<file path="config.mk">
export PLATFORM = sky130hd
export DESIGN_NAME = sdf8_output_reorder_flat
export DESIGN_NICKNAME = d
export VERILOG_FILES = /design/src/rtl/sdf8_output_reorder_if.sv /design/src/rtl/sdf8_output_reorder.sv /design/src/flat_wrapper.sv
export SDC_FILE = /design/constraint.sdc
export NUM_CORES = 1
export LEC_CHECK = 0
export BUFFER_PORTS_ARGS = -buffer_cell sky130_fd_sc_hd__buf_2
export CAP_MARGIN = 40
export CORE_UTILIZATION = 45
export CTS_BUF_LIST = sky130_fd_sc_hd__clkbuf_8
export DETAILED_ROUTE_END_ITERATION = 6
export GPL_ROUTABILITY_DRIVEN = 0
export GPL_TIMING_DRIVEN = 0
export PLACE_DENSITY = 0.71
export SYNTH_ARGS = -nofsm -noshare
export SYNTH_HDL_FRONTEND = slang
export SYNTH_SLANG_ARGS = --single-unit
</file>
<file path="constraint.sdc">
create_clock -name clk -period 10.1 [get_ports clk]
set_input_delay 0 -clock clk [delete_from_list [all_inputs] [get_ports clk]]
set_output_delay 0 -clock clk [all_outputs]
set_load 0.02 [all_outputs]
</file>
<file path="src/rtl/sdf8_output_reorder_if.sv">
// Handshake bundle between the SDF8 NTT pipeline, the output reorder buffer and the downstream consumer.
// err_overflow is present only when REORDER_ERR_EN is defined.
interface sdf8_output_reorder_if #(
  parameter int DATA_W = 16
);
  logic              flush;
  logic              in_valid;
  logic [DATA_W-1:0] in_data;
  logic              in_ready;
  logic              out_valid;
  logic [DATA_W-1:0] out_data;
  logic              out_ready;
  logic              out_last;
`ifdef REORDER_ERR_EN
  logic              err_overflow;

  modport master (
    output flush, in_valid, in_data, out_ready,
    input  in_ready, out_valid, out_data, out_last, err_overflow
  );
  modport slave (
    input  flush, in_valid, in_data, out_ready,
    output in_ready, out_valid, out_data, out_last, err_overflow
  );
`else
  modport master (
    output flush, in_valid, in_data, out_ready,
    input  in_ready, out_valid, out_data, out_last
  );
  modport slave (
    input  flush, in_valid, in_data, out_ready,
    output in_ready, out_valid, out_data, out_last
  );
`endif
endinterface

</file>
<file path="src/rtl/sdf8_output_reorder.sv">
// Ping-pong reorder buffer: frames arrive in bit-reversed order and leave in natural order.
// Optional sticky overflow flag enabled by defining REORDER_ERR_EN.
module sdf8_output_reorder #(
  parameter int DATA_W = 16,
  parameter int N      = 8,
  parameter int LOG2N  = 3
) (
  input logic                  clk,
  input logic                  rst_n,
  sdf8_output_reorder_if.slave bus
);

  localparam logic [LOG2N-1:0] LAST = LOG2N'(N - 1);

  function automatic logic [LOG2N-1:0] bitrev(input logic [LOG2N-1:0] k);
    logic [LOG2N-1:0] r;
    r = '0;
    for (int i = 0; i < LOG2N; i++) begin
      r[i] = k[LOG2N-1-i];
    end
    return r;
  endfunction

  logic [DATA_W-1:0] mem [2][N];

  logic             wr_bank;
  logic [LOG2N-1:0] wr_cnt;
  logic             rd_bank;
  logic [LOG2N-1:0] rd_cnt;
  logic [1:0]       full;
  logic [1:0]       full_nxt;

  logic in_ready;
  logic out_valid;
  logic wr_fire;
  logic rd_fire;
  logic wr_wrap;
  logic rd_wrap;

  assign in_ready  = !full[wr_bank];
  assign out_valid = full[rd_bank];

  // flush cancels any transfer presented in the same cycle
  assign wr_fire = bus.in_valid && in_ready && !bus.flush;
  assign rd_fire = out_valid && bus.out_ready && !bus.flush;
  assign wr_wrap = wr_fire && (wr_cnt == LAST);
  assign rd_wrap = rd_fire && (rd_cnt == LAST);

  // Set and clear always address different banks, so both may apply in one cycle.
  always_comb begin
    full_nxt = full;
    if (wr_wrap) full_nxt[wr_bank] = 1'b1;
    if (rd_wrap) full_nxt[rd_bank] = 1'b0;
  end

  always_ff @(posedge clk or negedge rst_n) begin
    if (!rst_n) begin
      wr_bank <= 1'b0;
      wr_cnt  <= '0;
      rd_bank <= 1'b0;
      rd_cnt  <= '0;
      full    <= 2'b00;
    end else if (bus.flush) begin
      wr_bank <= 1'b0;
      wr_cnt  <= '0;
      rd_bank <= 1'b0;
      rd_cnt  <= '0;
      full    <= 2'b00;
    end else begin
      full <= full_nxt;
      if (wr_fire) begin
        wr_cnt <= wr_cnt + 1'b1;
        if (wr_wrap) wr_bank <= !wr_bank;
      end
      if (rd_fire) begin
        rd_cnt <= rd_cnt + 1'b1;
        if (rd_wrap) rd_bank <= !rd_bank;
      end
    end
  end

  // Coefficient storage is data only and carries no reset.
  always_ff @(posedge clk) begin
    if (wr_fire) begin
      mem[wr_bank][bitrev(wr_cnt)] <= bus.in_data;
    end
  end

  assign bus.in_ready  = in_ready;
  assign bus.out_valid = out_valid;
  assign bus.out_data  = out_valid ? mem[rd_bank][rd_cnt] : '0;
  assign bus.out_last  = out_valid && (rd_cnt == LAST);

`ifdef REORDER_ERR_EN
  logic err_q;

  // Sticky until rst_n; flush deliberately leaves it set.
  always_ff @(posedge clk or negedge rst_n) begin
    if (!rst_n) begin
      err_q <= 1'b0;
    end else if (bus.in_valid && !in_ready) begin
      err_q <= 1'b1;
    end
  end

  assign bus.err_overflow = err_q;
`endif

endmodule

</file>
<file path="src/flat_wrapper.sv">
// flat-port wrapper written by rule: the top's interface ports become plain ports
module sdf8_output_reorder_flat 
#(
  parameter int DATA_W = 16,
  parameter int N      = 8,
  parameter int LOG2N  = 3
)
  (clk, rst_n, bus_flush, bus_in_valid, bus_in_data, bus_out_ready, bus_in_ready, bus_out_valid, bus_out_data, bus_out_last);
  sdf8_output_reorder_if #(.DATA_W(DATA_W)) bus_i ();
  input logic clk;
  input logic rst_n;
  input wire logic [$bits(bus_i.flush)-1:0] bus_flush;
  input wire logic [$bits(bus_i.in_valid)-1:0] bus_in_valid;
  input wire logic [$bits(bus_i.in_data)-1:0] bus_in_data;
  input wire logic [$bits(bus_i.out_ready)-1:0] bus_out_ready;
  output wire logic [$bits(bus_i.in_ready)-1:0] bus_in_ready;
  output wire logic [$bits(bus_i.out_valid)-1:0] bus_out_valid;
  output wire logic [$bits(bus_i.out_data)-1:0] bus_out_data;
  output wire logic [$bits(bus_i.out_last)-1:0] bus_out_last;
  assign bus_i.flush = bus_flush;
  assign bus_i.in_valid = bus_in_valid;
  assign bus_i.in_data = bus_in_data;
  assign bus_i.out_ready = bus_out_ready;
  assign bus_in_ready = bus_i.in_ready;
  assign bus_out_valid = bus_i.out_valid;
  assign bus_out_data = bus_i.out_data;
  assign bus_out_last = bus_i.out_last;
  sdf8_output_reorder #(.DATA_W(DATA_W), .N(N), .LOG2N(LOG2N)) u_core (.clk(clk), .rst_n(rst_n), .bus(bus_i));
endmodule
</file>
==> results of run 1 <==
## per-stage QoR
step	total power, W	worst slack (ps)	hold slack [ps]	util
detailed placement	0.00129	7610	-126	0.502
global placement	0.00128	5440	-139	0.491
floorplan	0.00126	6830	-296	-
CTS	0.00209	7470	300	0.544
finish	0.00207	7510	324	0.544
global route	0.00214	7390	320	0.544
## power by group through the flow
| stage | logic (W) | clock network (W) | registers [W] |
|---|---|---|---|
| 2_1_floorplan | 0.0000153 | 0 | 0.00124 |
| 3_3_place_gp | 0.0000376 | 0 | 0.00124 |
| 3_5_place_dp | 0.0000433 | 0 | 0.00124 |
| 4_1_cts | 0.0000497 | 0.000816 | 0.00122 |
| 5_1_grt | 0.0000541 | 0.000866 | 0.00122 |
| 6_report | 0.0000492 | 0.000798 | 0.00122 |
## cells in the mapped netlist, types with 2 or more instances
library cell	n	share of area
sky130_fd_sc_hd__mux2_2	4	0.0042
sky130_fd_sc_hd__nand3_1	6	0.0028
sky130_fd_sc_hd__inv_1	6	0.0021
sky130_fd_sc_hd__nor2_1	2	0.00070
sky130_fd_sc_hd__mux4_1	40	0.099
sky130_fd_sc_hd__mux4_2	22	0.046
sky130_fd_sc_hd__dfrtp_1	10	0.023
sky130_fd_sc_hd__edfxtp_1	256	0.72
sky130_fd_sc_hd__nor2b_1	2	0.0012
sky130_fd_sc_hd__nor3b_1	3	0.0021
sky130_fd_sc_hd__o22ai_1	16	0.0094
sky130_fd_sc_hd__mux2i_1	30	0.028
sky130_fd_sc_hd__nand2b_1	2	0.0012
sky130_fd_sc_hd__o21ai_0	5	0.0023
sky130_fd_sc_hd__a22oi_1	2	0.0014
sky130_fd_sc_hd__and2_1	2	0.0012
sky130_fd_sc_hd__ha_1	8	0.0094
sky130_fd_sc_hd__buf_2	10	0.0047
sky130_fd_sc_hd__buf_6	8	0.0084
sky130_fd_sc_hd__a21oi_1	8	0.0038
sky130_fd_sc_hd__nand2_1	2	0.00070
sky130_fd_sc_hd__and3_1	12	0.0070
sky130_fd_sc_hd__buf_4	4	0.0028
## cell families after synthesis
| kind of cell | synth area share |
|---|---|
| flip-flops | 0.744 |
| AND/OR/NAND/NOR | 0.0252 |
| multiplexers | 0.179 |
| AO/OA/AOI/OAI | 0.0214 |
| buffers and inverters | 0.0204 |
| adder cells (fa/ha/maj) | 0.00938 |
## path summary, 6_finish.rpt
check	end	slack [ps]	cells after the start
worst max-delay path	bus_out_data[12]	7510	7
worst min-delay path	u_core.rd_cnt[2]$_DFFE_PN0P_	320	4
worst max register to register	u_core.mem[0][0]$_DFFE_PP_	7750	5
worst min register to register	u_core.wr_cnt[0]$_DFFE_PN0P_	630	2
max in group asynchronous	u_core.rd_cnt[0]$_DFFE_PN0P_	9300	3
min in group asynchronous	u_core.full[1]$_DFF_PN0_	470	3
## registers in the layout (all words and copies together), names as in the netlist
signal and cells:
u_core.rd_bank 1, u_core.rd_cnt 3, u_core.mem 256, u_core.full 2, u_core.wr_bank 1, u_core.wr_cnt 3
## worst register-to-register path: cells and delay by family, from the launching register on
family / cells / cell delay (ps)
buffers and inverters: 2 / 440
flip-flops: 1 / 460
multiplexers: 1 / 400
AND/OR/NAND/NOR: 2 / 760
## timing repair
| action | in CTS | in global routing |
|---|---|---|
| endpoints found under the setup margin | 0 | 0 |
| hold buffers | 21 | 0 |
| endpoints found under the hold margin | 279 | 0 |
## area by class of cell
cell class                      count  area, um2  share of cell area
Timing Repair Buffer               78        657              0.0527
Tap cell                          313        392              0.0314
Buffer                             25        183              0.0146
Clock inverter                     33        138              0.0110
Multi-Input combinational cell    183       2530               0.203
Sequential cell                   266       7940               0.636
Inverter                            8       35.0             0.00281
Clock buffer                       44        606              0.0485
## metal layers
| metal | global-route usage | vias up |
|---|---|---|
| li1 | - | 2324 |
| met1 | 0.248 | 2718 |
| met2 | 0.299 | 192 |
| met3 | 0.0381 | 48 |
| met4 | 0.0668 | 0 |
| met5 | 0 | - |
==> flow_metrics.env, run 1 <==
export IMPL_status="completed"
export IMPL_synthCells=482
export IMPL_relative_contribution_of_combinational_cells_to_total_power=0.024
export IMPL_rr_startpoint="u_core.wr_bank$_DFFE_PN0P_"
export IMPL_synth_top_flop_cell="sky130_fd_sc_hd__edfxtp_1"
export IMPL_critPathBufInv=4
export IMPL_gr_usage_all_layers=0.185
export IMPL_first_pass_grt_wire_length_um=32500
export IMPL_synth_seq_cells=266
export IMPL_post_cts_setup_buffer_count=0
export IMPL_hold_class="in2reg"
export IMPL_most_common_layout_cells="sky130_fd_sc_hd__edfxtp_1 (256), sky130_fd_sc_hd__buf_2 (48), sky130_fd_sc_hd__clkbuf_8 (44), sky130_fd_sc_hd__mux4_1 (40), sky130_fd_sc_hd__mux2i_1 (30)"
export IMPL_number_of_buffers_created_by_cts=43
export IMPL_slew_at_the_pin_closest_to_its_max_slew_limit_ps=755
export IMPL_largest_net_degree_at_the_start_of_global_routing=17
export IMPL_met2_length_um=10400
export IMPL_powerDensity_nw_per_um2=166
export IMPL_setup_violations=0
export IMPL_maxSlewViolCount=0
export IMPL_vias=5282
export IMPL_cts_max_path_buffers=3
export IMPL_placed_cell_area_um2=11500
export IMPL_uppermost_layer_routed="met4"
export IMPL_area_growth_synth_to_final_pct=17.0
export IMPL_cell_breakdown_of_the_critical_path="buf_4, buf_4, buf_2, mux4_1, mux2i_1, o22ai_1, buf_2"
export IMPL_met1_length_um=9110
export IMPL_buffer_ports_inserted=38
export IMPL_initial_cell_density_of_the_core=0.465
export IMPL_crit_family="buffers and inverters"
export IMPL_power_static_leakage_nw=4.20
export IMPL_yosysWarningCount=0
export IMPL_layout_drive_gt1_share=0.257
export IMPL_fin_nets=634
export IMPL_post_cts_resized_instances=0
export IMPL_die_height_um=156
export IMPL_clock_share_of_power=0.386
export IMPL_netSwitchingFraction=0.207
export IMPL_num_rows=55
export IMPL_io_pin_count=40
export IMPL_post_route_cell_area_um2=12500
export IMPL_insertedDiodeCount=0
export IMPL_cp_start_kind="flop"
export IMPL_critPathLaunch="u_core.rd_cnt[0]$_DFFE_PN0P_"
export IMPL_layoutNonFillerInstCount=950
export IMPL_library_cell_used_as_clock_root_buffer="sky130_fd_sc_hd__clkbuf_8"
export IMPL_cpPeakStageDelay_ps=360
export IMPL_post_drt_via_cell_ratio=5.56
export IMPL_post_synth_num_cell_types=45
export IMPL_worst_skew_pair_late_latency_ps=540
export IMPL_peak_vdd_ir_mv=0.0920
export IMPL_cts_num_sinks=266
export IMPL_max_freq_ghz=0.386
export IMPL_synth_area_per_cell_um2=22.1
export IMPL_wl_met3_um=1480
export IMPL_setup_total_negative_slack_ps=0
export IMPL_detailedRoute_firstPassIterationCount=5
export IMPL_place_inst=850
export IMPL_cp_slowest_cell="sky130_fd_sc_hd__dfrtp_1"
export IMPL_internal_power_w=0.00164
export IMPL_power_share_sequential=0.590
export IMPL_clkSlewWorstSetupHoldPaths_ps=60
export IMPL_dieWidth_um=156
export IMPL_final_count_of_hold_timing_violations=0
export IMPL_post_route_min_period_ps=2590
export IMPL_rsz0062_at_grt="no"
export IMPL_htreeDepth=2
export IMPL_finalCritPeriodShare=0.257
export IMPL_drc=0
export IMPL_core_area_um2=22900
export IMPL_grt_overflow_total=0
export IMPL_layout_filler_cells=1738
export IMPL_cp_class="reg2out"
export IMPL_cp_data_arrival_time_ps=2590
export IMPL_most_common_cell_after_layout_fill_and_taps_aside="sky130_fd_sc_hd__edfxtp_1"
export IMPL_holdCritStartpoint="bus_out_ready"
export IMPL_routed_wl_um=21500
export IMPL_post_synthesis_async_set_or_reset_flop_share=0.0376
export IMPL_synth_nets=511
export IMPL_dp_hpwl_um=14300
export IMPL_timing_critical_path_fanout_max=10
export IMPL_first_global_vias=5493
export IMPL_synth_enable_flop_cells=256
export IMPL_die_area_um2=24300
export IMPL_critical_path_required_ps=10100
export IMPL_tritoncts="yes"
export IMPL_clock_skew_ps=19.5
export IMPL_drv_max_cap_violation_count=0
export IMPL_synth_yosys_seq_area_share=0.744
export IMPL_routed_wire_length_per_instance_um=22.7
export IMPL_drt_antenna_violating_nets=0
export IMPL_synth_area_um2=10700
export IMPL_iteration_0_drc_markers=346
export IMPL_slew_limit_headroom=0.492
export IMPL_critical_path_endpoint_type="primary output"
export IMPL_switchingPower_w=0.000428
export IMPL_antenna_found_initial=0
Power figures use the tool's default switching activity.
==> run 2, diff against run 1 <==
- clock period: 10.1 -> 2.6 ns (I/O delays scaled with it)
==> flow_metrics.env, run 2 (synthesized netlist as in run 1, its figures left out) <==
export IMPL_fin_nets=632
export IMPL_die_area_um2=24300
export IMPL_maxSlewViolCount=0
export IMPL_post_route_util=0.544
export IMPL_number_of_buffers_created_by_cts=43
export IMPL_area_growth_synth_to_final_pct=17.0
export IMPL_slew_limit_headroom=0.528
export IMPL_crit_family="multiplexers"
export IMPL_iteration_0_drc_markers=422
export IMPL_globalRouteMet3Util=0.0397
export IMPL_dieWidth_um=156
export IMPL_cts_max_path_buffers=3
export IMPL_gr_usage_all_layers=0.187
export IMPL_layout_filler_cells=1748
export IMPL_rsz0062_at_grt="no"
export IMPL_tritoncts="yes"
export IMPL_htreeDepth=2
export IMPL_power_static_leakage_nw=4.19
export IMPL_global_route_usage_met1=0.254
export IMPL_first_global_vias=5510
export IMPL_cp_class="reg2out"
export IMPL_clkSlewWorstSetupHoldPaths_ps=60
export IMPL_largest_register_ffs=256
export IMPL_cp_data_arrival_time_ps=2480
export IMPL_vias=5252
export IMPL_dp_hpwl_um=14500
export IMPL_worst_skew_pair_late_latency_ps=560
export IMPL_largest_net_degree_at_the_start_of_global_routing=17
export IMPL_library_cell_used_as_clock_root_buffer="sky130_fd_sc_hd__clkbuf_8"
export IMPL_most_common_cell_after_layout_fill_and_taps_aside="sky130_fd_sc_hd__edfxtp_1"
export IMPL_most_common_layout_cells="sky130_fd_sc_hd__edfxtp_1 (256), sky130_fd_sc_hd__buf_2 (44), sky130_fd_sc_hd__clkbuf_8 (44), sky130_fd_sc_hd__mux4_1 (40), sky130_fd_sc_hd__mux2i_1 (29)"
export IMPL_path_common_cell="sky130_fd_sc_hd__buf_6"
export IMPL_detailedRoute_firstPassIterationCount=4
export IMPL_minimum_setup_slack_after_placement_ps=79.3
export IMPL_status="completed"
export IMPL_largest_registers="u_core.mem (256), u_core.rd_cnt (3), u_core.wr_cnt (3)"
export IMPL_post_route_min_period_ps=2480
export IMPL_whs_ps=317
export IMPL_critical_path_required_ps=2600
export IMPL_drt_antenna_violating_nets=0
export IMPL_cts_num_sinks=266
export IMPL_power_w=0.00807
export IMPL_cp_start_kind="flop"
export IMPL_first_pass_grt_wire_length_um=32700
export IMPL_insertedDiodeCount=0
export IMPL_top_register_by_number_of_flip_flops="u_core.mem"
export IMPL_drv_max_cap_violation_count=0
export IMPL_critical_path_endpoint_type="primary output"
export IMPL_routed_wire_length_per_instance_um=23.1
export IMPL_powerDensity_nw_per_um2=647
export IMPL_cp_slowest_cell="sky130_fd_sc_hd__mux4_1"
export IMPL_num_rows=55
export IMPL_global_route_peak_usage_layer="met2"
export IMPL_drc=0
export IMPL_cpPeakStageDelay_ps=570
export IMPL_slew_at_the_pin_closest_to_its_max_slew_limit_ps=705
export IMPL_clock_skew_ps=24.7
export IMPL_antenna_found_initial=0
export IMPL_post_drt_via_cell_ratio=5.56
export IMPL_layout_setup_ws_ps=118
export IMPL_critPathBufInv=3
export IMPL_finalCritPeriodShare=0.955
export IMPL_hold_class="in2reg"
export IMPL_timing_critical_path_fanout_max=10
export IMPL_final_count_of_hold_timing_violations=0
export IMPL_cell_breakdown_of_the_critical_path="buf_6, buf_6, mux4_1, mux2i_1, o22ai_1, buf_2"
export IMPL_initial_cell_density_of_the_core=0.465
export IMPL_max_freq_ghz=0.403
export IMPL_buffer_ports_inserted=38
export IMPL_die_height_um=156
export IMPL_core_area_um2=22900
export IMPL_routed_wl_um=21800
export IMPL_grtUsageMet2=0.298
export IMPL_io_pin_count=40
export IMPL_grt_overflow_total=0
export IMPL_layout_drive_gt1_share=0.259
export IMPL_setup_violations=0
export IMPL_peak_vdd_ir_mv=0.362
## run 2: cell count changes in the layout (fill, tap and decap cells not counted), moves of 2 or more
cell / before / now
sky130_fd_sc_hd__buf_2: 48 / 44
sky130_fd_sc_hd__clkinv_1: 11 / 8
sky130_fd_sc_hd__buf_8: 11 / 13
sky130_fd_sc_hd__clkbuf_4: 0 / 2
## run 2: layer usage
| metal | share of wire | up-vias |
|---|---|---|
| li1 | - | 2321 |
| met1 | 0.44 | 2708 |
| met2 | 0.48 | 184 |
| met3 | 0.062 | 39 |
| met4 | 0.023 | 0 |
| met5 | 0 | - |
## run 2: layout make-up
type,count,area [um2],area share
plain buffers,25,193,0.0154
clock buffers,44,606,0.0485
clock inverters,30,131,0.0105
inverters,8,35.0,0.00281
multi-input cells,183,2550,0.204
flip-flops and latches,266,7940,0.636
well taps,313,392,0.0314
repair buffers,76,637,0.0510
## run 2: repair_timing
action / 4_1_cts / 5_1_grt
endpoints found under the setup margin: 2 / 5
hold buffers: 21 / 0
hold endpoints to repair: 283 / 0
cloned: 0 / 0
setup buffers: 0 / 0
resized for setup: 2 / 4
## run 2: where the power goes
| part | total [W] | switching (W) | internal, W |
|---|---|---|---|
| Combinational | 0.000192 | 0.000122 | 0.0000699 |
| Sequential | 0.00474 | 0.00000952 | 0.00473 |
| Clock | 0.00314 | 0.00157 | 0.00157 |
| Total | 0.00807 | 0.00170 | 0.00637 |
## run 2: final timing paths
kind,cells after the start,start,slack [ps],endpoint
max reg2reg,5,u_core.wr_bank$_DFFE_PN0P_,160,u_core.mem[0][13]$_DFFE_PP_
min reg2reg,2,u_core.wr_cnt[0]$_DFFE_PN0P_,610,u_core.wr_cnt[0]$_DFFE_PN0P_
max,6,u_core.rd_bank$_DFFE_PN0P_,120,bus_out_data[12]
max in group asynchronous,3,rst_n,1830,u_core.wr_cnt[2]$_DFFE_PN0P_
min,4,bus_out_ready,320,u_core.rd_cnt[2]$_DFFE_PN0P_
min in group asynchronous,3,rst_n,460,u_core.rd_cnt[0]$_DFFE_PN0P_
## run 2: through the flow
stage | cells | TNS, ps | cell area, um2
floorplan | 482 | -4660 | 10700
global placement | 833 | -44580 | 11300
detailed placement | 849 | 0 | 11500
CTS | 944 | 0 | 12500
global route | 945 | 0 | 12500
finish | 945 | 0 | 12500
## run 2: tightest hold or removal path: cells and delay by family
family,cells,cell delay [ps]
buffers and inverters,2,680
and+or+nand+nor,1,80
AOI/OAI and AO/OA,1,60
